[src/rtl/mem_arbiter.sv]
// mem_arbiter: round-robin N-port arbiter onto a single external memory bus, with ready/timeout completion.
module mem_arbiter #(
  parameter int NUM_PORTS = 2,
  parameter int ADDR_W    = 64,
  parameter int DATA_W    = 64,
  parameter int TIMEOUT   = 255
) (
  input  logic                        clk,
  input  logic                        rst_n,
  input  logic [NUM_PORTS-1:0]        req_valid,
  input  logic [NUM_PORTS-1:0]        req_write,
  input  logic [NUM_PORTS*ADDR_W-1:0] req_addr,
  input  logic [NUM_PORTS*DATA_W-1:0] req_wdata,
  input  logic [NUM_PORTS*2-1:0]      req_width,
  output logic [NUM_PORTS-1:0]        resp_ready,
  output logic [NUM_PORTS-1:0]        resp_err,
  output logic [DATA_W-1:0]           resp_rdata,
  output logic [ADDR_W-1:0]           mem_addr,
  output logic [DATA_W-1:0]           mem_dout,
  output logic [1:0]                  mem_width,
  output logic                        mem_addr_valid,
  output logic                        mem_dout_write,
  input  logic [DATA_W-1:0]           mem_din,
  input  logic                        mem_din_ready
);
  localparam int PW = NUM_PORTS > 1 ? $clog2(NUM_PORTS) : 1;
  localparam int CW = $clog2(TIMEOUT + 2);
  typedef enum logic [1:0] {IDLE, BUSY, DONE} state_t;
  state_t state_q, state_d;
  logic [PW-1:0] ptr_q, ptr_d, grant_q, grant_d, win;
  logic [ADDR_W-1:0] addr_q, addr_d;
  logic [DATA_W-1:0] wdata_q, wdata_d, rdata_q, rdata_d;
  logic [1:0] width_q, width_d;
  logic write_q, write_d, err_q, err_d, timed_out;
  logic [CW-1:0] cnt_q, cnt_d;
  // scanning downward leaves the first requester at or after ptr as the winner
  always_comb begin
    win = '0;
    for (int i = NUM_PORTS - 1; i >= 0; i--)
      if (req_valid[(int'(ptr_q) + i) % NUM_PORTS]) win = PW'((int'(ptr_q) + i) % NUM_PORTS);
  end
  assign timed_out = (TIMEOUT != 0) && (cnt_q >= CW'(TIMEOUT));
  always_comb begin
    state_d = state_q;
    ptr_d   = ptr_q;
    grant_d = grant_q;
    addr_d  = addr_q;
    wdata_d = wdata_q;
    width_d = width_q;
    write_d = write_q;
    rdata_d = rdata_q;
    err_d   = err_q;
    cnt_d   = cnt_q;
    case (state_q)
      IDLE: if (|req_valid) begin
        grant_d = win;
        addr_d  = req_addr[win*ADDR_W +: ADDR_W];
        wdata_d = req_wdata[win*DATA_W +: DATA_W];
        width_d = req_width[win*2 +: 2];
        write_d = req_write[win];
        cnt_d   = '0;
        state_d = BUSY;
      end
      BUSY: begin
        cnt_d = &cnt_q ? cnt_q : cnt_q + 1'b1;
        if (mem_din_ready) begin
          rdata_d = mem_din;
          err_d   = 1'b0;
          state_d = DONE;
        end else if (timed_out) begin
          rdata_d = '0;
          err_d   = 1'b1;
          state_d = DONE;
        end
      end
      DONE: begin
        ptr_d   = (int'(grant_q) == NUM_PORTS - 1) ? '0 : grant_q + 1'b1;
        state_d = IDLE;
      end
      default: state_d = IDLE;
    endcase
  end
  always_ff @(posedge clk or negedge rst_n) begin
    if (!rst_n) begin
      state_q <= IDLE;
      ptr_q   <= '0;
      grant_q <= '0;
      addr_q  <= '0;
      wdata_q <= '0;
      width_q <= '0;
      write_q <= 1'b0;
      rdata_q <= '0;
      err_q   <= 1'b0;
      cnt_q   <= '0;
    end else begin
      state_q <= state_d;
      ptr_q   <= ptr_d;
      grant_q <= grant_d;
      addr_q  <= addr_d;
      wdata_q <= wdata_d;
      width_q <= width_d;
      write_q <= write_d;
      rdata_q <= rdata_d;
      err_q   <= err_d;
      cnt_q   <= cnt_d;
    end
  end
  assign mem_addr_valid = state_q == BUSY;
  assign mem_dout_write = mem_addr_valid & write_q;
  assign mem_addr       = addr_q;
  assign mem_dout       = wdata_q;
  assign mem_width      = width_q;
  assign resp_rdata     = rdata_q;
  assign resp_ready     = (state_q == DONE) ? NUM_PORTS'(1) << grant_q : '0;
  assign resp_err       = (state_q == DONE && err_q) ? NUM_PORTS'(1) << grant_q : '0;
endmodule
[config.mk]
export PLATFORM = sky130hd
export DESIGN_NAME = mem_arbiter
export DESIGN_NICKNAME = d
export VERILOG_FILES = /design/src/rtl/mem_arbiter.sv
export SDC_FILE = /design/constraint.sdc
export NUM_CORES = 1
export LEC_CHECK = 0
export CORE_AREA = 3 3 204 206
export DETAILED_ROUTE_END_ITERATION = 12
export DIE_AREA = 0 0 207 209
export MAX_ROUTING_LAYER = met4
export SLEW_MARGIN = 20
export SYNTH_ARGS = -nofsm -noshare
export SYNTH_HDL_FRONTEND = slang
export SYNTH_SLANG_ARGS = --single-unit
[constraint.sdc]
create_clock -name clk -period 2.6 [get_ports clk]
set_clock_uncertainty 0.1 [all_clocks]
set_input_delay 0.65 -clock clk [delete_from_list [all_inputs] [get_ports clk]]
set_output_delay 0.65 -clock clk [all_outputs]
set_load 0.03 [all_outputs]
==> results of run 1 <==
[Yosys cell counts]
master / instances
or4_1: 1
mux2i_1: 131
buf_4: 4
o311ai_0: 1
a22o_1: 1
a211oi_1: 1
o21ai_0: 4
and2_1: 5
nand2b_1: 1
mux2_2: 1
a21oi_1: 1
dfrtp_1: 209
nand2_1: 264
o41ai_1: 1
o31ai_1: 1
ha_1: 3
buf_6: 21
inv_1: 2
xor2_1: 4
buf_2: 18
nand4_1: 2
nand2_2: 1
o211ai_2: 1
or3_1: 4
nor2b_1: 2
nand3_1: 132
o21ai_1: 129
and3_1: 4
clkbuf_1: 30
nor3_1: 1
inv_2: 1
a31oi_1: 2
buf_1: 1
nor2_1: 10
[power by group]
group / switching [W] / total, W / internal, W
clock network: 0.00134 / 0.00326 / 0.00192
registers: 0.000984 / 0.00580 / 0.00481
logic: 0.00626 / 0.0106 / 0.00434
[logic make-up after synthesis]
kind of cell	count (synthesis)	share of synthesized area, %
DFF	209	54.1
muxes	132	13.7
AOI/OAI and AO/OA	142	7.62
and+or+nand+nor	427	18.8
adders and majority gates	3	0.388
xor gates and xnor gates	4	0.362
buffers and inverters	77	5.01
[worst max-delay path: stages, from the launching register on]
cell	delay, ns
dfrtp_1	0.45
nor2b_2	0.18
and2_1	0.17
clkdlybuf4s15_1	0.42
[final timing paths]
check / from / to / slack [ns] / cells past startpoint
max in group asynchronous: rst_n / resp_rdata[40] / 1.15 / 3
max: state_q[0] / resp_ready[1] / 0.12 / 3
max reg2reg: cnt_q[0] / resp_rdata[57] / 0.23 / 9
min in group asynchronous: rst_n / resp_rdata[22] / 0.58 / 2
min reg2reg: cnt_q[7] / cnt_q[7] / 0.37 / 1
min: cnt_q[7] / cnt_q[7] / 0.37 / 1
[metal layers]
| layer | part of all wire (%) | vias to the layer above | wire length (µm) | GRT usage [%] |
|---|---|---|---|---|
| li1 | - | 4439 | - | - |
| met1 | 39 | 4249 | 14500 | 19.4 |
| met2 | 51 | 356 | 19000 | 29.7 |
| met3 | 8.1 | 43 | 3020 | 5.07 |
| met4 | 2.0 | 0 | 731 | 4.12 |
| met5 | 0 | - | 0 | - |
[repair_timing]
item,CTS,global route
gates resized for setup,8,3
hold buffers,1,0
hold endpoints to repair,50,0
setup endpoints to repair,3,3
[registers in the layout, indices dropped and copies added, names as in the netlist]
register	count
cnt_q	9
err_q	1
grant_q	1
mem_addr	64
mem_dout	64
mem_width	2
ptr_q	1
resp_rdata	64
state_q	2
write_q	1
[layout make-up]
cell class              count  area [µm²]  area share [%]
repair buffers            573        5790            35.3
flip-flops and latches    209        5230            31.9
multi-input cells         708        3990            24.3
clock buffers              34         689            4.20
well taps                 525         657            4.00
clock inverters             3        40.0           0.244
inverters                   3        11.3          0.0686
diodes                      1        2.50          0.0152
[metrics by stage]
stage / utilization, % / setup slack, ns / hold slack, ns
after floorplan: - / 0.361 / 0.254
after global routing: 41.2 / 0.0448 / 0.401
after detailed placement: 39.4 / 0.0477 / 0.368
after global placement: 39.4 / 0.0615 / 0.359
after CTS: 41.2 / 0.0138 / 0.376
final: 41.2 / 0.115 / 0.374
==> results.cfg, run 1 <==
[timing]
min_period_ns = 2.48
fin_crit_sh_pct = 95.6
rsz0062_at_grt = no
final_hold_viol_count = 0
max_freq_ghz = 0.402
tns_ns = 0
worst_pin_slew_ns = 0.777
slew_headroom_pct = 48.2
slew_violations = 0
setup_violations = 0

[worst_setup_path]
cp-end-kind = output pin
critPathRequiredTime_ns = 1.85
cp.arrival_ns = 1.73
path_max_fanout = 6
crit_type = register to output pin
startpoint_type = register

[clock_network]
clk_pin_slew_ns = 0.06
clockRootBuffer = clkbuf_16
cts_tree = built
cts_sinks = 209
clockBufferDepth = 3
insertion_delay_ns = 0.51
cts_setup_buffers = 0
h-tree-depth = 1
cts_made_buffers = 25

[logic_synthesis]
synth_top_cell_area_share_pct = 54.1
syn_area_um2 = 9670
ys_seq_area_share_pct = 54.1
synth_warnings = 0
synthTopCellsByArea = dfrtp_1, mux2i_1, nand2_1
syn-mean-instance-area_um2 = 9.73
syn_inst = 994
yosysUniqueCellTypes = 34
syn_nets = 1328
synth-seq-cells = 209
synth_largest_area_cell = dfrtp_1

[floorplanning]
fp.coreArea_um2 = 39800
dieArea_um2 = 43300
die_w_um = 207
start_util_pct = 24.3
rows = 73
die_height_um = 209
io_pins = 531

[final_layout]
mostFrequentLayoutCells = clkdlybuf4s50_1, nand2_1, dfrtp_1, nand3_1, mux2i_1
final_common_cell = clkdlybuf4s50_1
area_delta_synth_final_pct = 69.8
n_fill_cell = 3890
layout.cells.non_filler = 2056
drive_gt1_share_pct = 5.82
layout.nets = 1854
final_area_um2 = 16400

[place]
dp.cells = 2017
placed_area_um2 = 15700
port_buffers = 530
dp_hpwl_mm = 28.4
gp_congestion = 0.819

[grt]
grt.total_usage_pct = 17.1
grt_pass1_vias = 9815
grt_pass1_wl_mm = 57.4
grt_max_degree = 105
grt_antenna_before_repair = 1
grt.overflow.total = 0

[power_and_ir_drop]
p_leak_nw = 7.33
powerDensity_nw_per_um2 = 1200
report.power.total_w = 0.0197
vdd_ir_drop_max_v = 0.000682

[detailed_routing]
postRouteAntennaNets = 0
drt_iter0_drc = 469
detail_route.wl_per_cell_um = 18.1
post-route-drc-count = 0
wirelength_mm = 37.2
vias = 9087
dr.pass1.iters = 5
viasPerCell = 4.42

[hold_path]
hold_path.class = register to register

[status]
status = finished clean

[job]
drv_cap = 0
Power figures use the tool's default switching activity.
==> inputs of run 2 (changes only) <==
Settings changed: CORE_AREA 3 3 204 206 to 3 3 206 208, DIE_AREA 0 0 207 209 to 0 0 209 211.
Clock period 2.6 ns to 2.25 ns, I/O delays scaled along.
==> run 2 against run 1 <==
  * The flow now finishes with violations (negative setup slack)
  * Final cell count rose by 2.2%
  * Core utilization rose by 0.79 points
  * Worst setup slack got worse by 0.15 ns
  * Largest cell class unchanged
  * Largest power group unchanged
==> results.cfg, run 2 (same netlist as run 1, synthesis figures left out) <==
[final_layout]
layout.nets = 1881
final_common_cell = clkdlybuf4s50_1
drive_gt1_share_pct = 13.1
area_delta_synth_final_pct = 77.0
mostFrequentLayoutCells = clkdlybuf4s50_1, nand2_1, dfrtp_1, dlygate4sd2_1, mux2i_1

[floorplanning]
die_w_um = 209
dieArea_um2 = 44100
io_pins = 531
start_util_pct = 23.7
fp.coreArea_um2 = 40700
rows = 74
die_height_um = 211

[detailed_routing]
wirelength_mm = 38.0
wl_met2_mm = 19.4
post-route-drc-count = 0
drt_iter0_drc = 445
vias = 9390
top_layer_used = met4
wl_met3_mm = 3.03
detail_route.wl_per_cell_um = 18.1
postRouteAntennaNets = 0
dr.pass1.iters = 5
viasPerCell = 4.47
met1Wirelength_mm = 14.8

[clock_network]
clockBufferDepth = 3
h-tree-depth = 1
cts_sinks = 209
cts_tree = built
cts_made_buffers = 26
insertion_delay_ns = 0.54
clockRootBuffer = clkbuf_16
clk_pin_slew_ns = 0.06

[place]
dp_hpwl_mm = 28.0
gp_congestion = 0.804
port_buffers = 530
dp_slack_ns = -0.307

[timing]
finalWorstSetupSlack_ns = -0.0306
fin_crit_sh_pct = 101
rsz0062_at_grt = yes
final_hold_viol_count = 0
max_freq_ghz = 0.438
min_period_ns = 2.28
slew_headroom_pct = 50.2
worst_pin_slew_ns = 0.748
worst_hold_slack_ns = 0.376
slew_violations = 0
setup_violations = 25

[power_and_ir_drop]
p_leak_nw = 8.10
powerDensity_nw_per_um2 = 1310
vdd_ir_drop_max_v = 0.000733

[worst_setup_path]
startpoint_type = register
cp.arrival_ns = 2.63
cp-end-kind = register
r2r_cells = 11
crit_type = register to register
path_max_fanout = 7
critPathRequiredTime_ns = 2.60

[job]
drv_cap = 0

[hold_path]
min_path_cells = 2
hold_path.class = register to register

[status]
failed_checks = negative setup slack
status = finished with violations

[grt]
grt_pass1_vias = 9567
grt.total_usage_pct = 16.5
grt_max_degree = 70
grt.overflow.total = 0
grt_antenna_before_repair = 4
grt_pass1_wl_mm = 56.0
==> run 2: metrics by stage <==
stage	std cells	TNS, ns	power, W	util [%]	instance area (µm²)
floorplan	994	0	0.0136	-	9670
global placement	2031	-10.12	0.0190	38.6	15700
detailed placement	2031	-13.26	0.0192	38.6	15700
CTS	2092	-0.804	0.0223	40.7	16600
global route	2101	-4.25	0.0239	42.0	17100
finish	2102	-0.296	0.0225	42.0	17100
==> run 2: final cells by class <==
class                   count  area, µm²
diodes                      4       10.0
clock buffers              39        739
clock inverters             8       82.6
fillers                  4077      23600
inverters                   3       13.8
multi-input cells         708       4440
flip-flops and latches    209       5230
well taps                 532        666
repair buffers            599       5930
==> run 2: power by group <==
| part | switching (W) | leakage [nW] | total (W) | internal, W |
|---|---|---|---|---|
| registers | 0.00120 | 2.50 | 0.00676 | 0.00556 |
| clock network | 0.00165 | 0.401 | 0.00404 | 0.00238 |
| logic | 0.00746 | 5.20 | 0.0117 | 0.00420 |
| total | 0.0103 | 8.10 | 0.0225 | 0.0121 |
==> run 2: what timing repair did <==
| action | 4_1_cts | 5_1_grt |
|---|---|---|
| resized for setup | 217 | 107 |
| buffers inserted | 9 | 5 |
| hold endpoints to repair | 41 | 0 |
| hold buffers | 1 | 0 |
| endpoints found under the setup margin | 253 | 71 |
| pin swaps | 0 | 27 |
| cloned | 4 | 3 |
==> run 2: metal layers <==
| layer | vias to the layer above | track usage, % |
|---|---|---|
| met5 | - | - |
| met3 | 43 | 5.18 |
| met4 | 0 | 4.41 |
| met2 | 359 | 27.9 |
| met1 | 4480 | 19.1 |
| li1 | 4508 | - |
==> run 2: worst max-delay path, stage by stage (launching register included) <==
cell,delay [ns]
dfrtp_1,0.39
ha_2,0.20
and2_4,0.14
and3_4,0.17
ha_4,0.15
or3_4,0.33
a31oi_4,0.17
buf_6,0.13
buf_8,0.13
clkbuf_16,0.16
nand2_1,0.06
nand3_1,0.06
==> run 2: worst paths after layout <==
check	from	endpoint	slack, ns
max	cnt_q[1]	resp_rdata[63]	-0.03
min	mem_addr[17]	mem_addr[17]	0.38
max reg2reg	cnt_q[1]	resp_rdata[63]	-0.03
min reg2reg	mem_addr[17]	mem_addr[17]	0.38
max in group asynchronous	rst_n	mem_addr[7]	0.96
min in group asynchronous	rst_n	mem_addr[22]	0.45
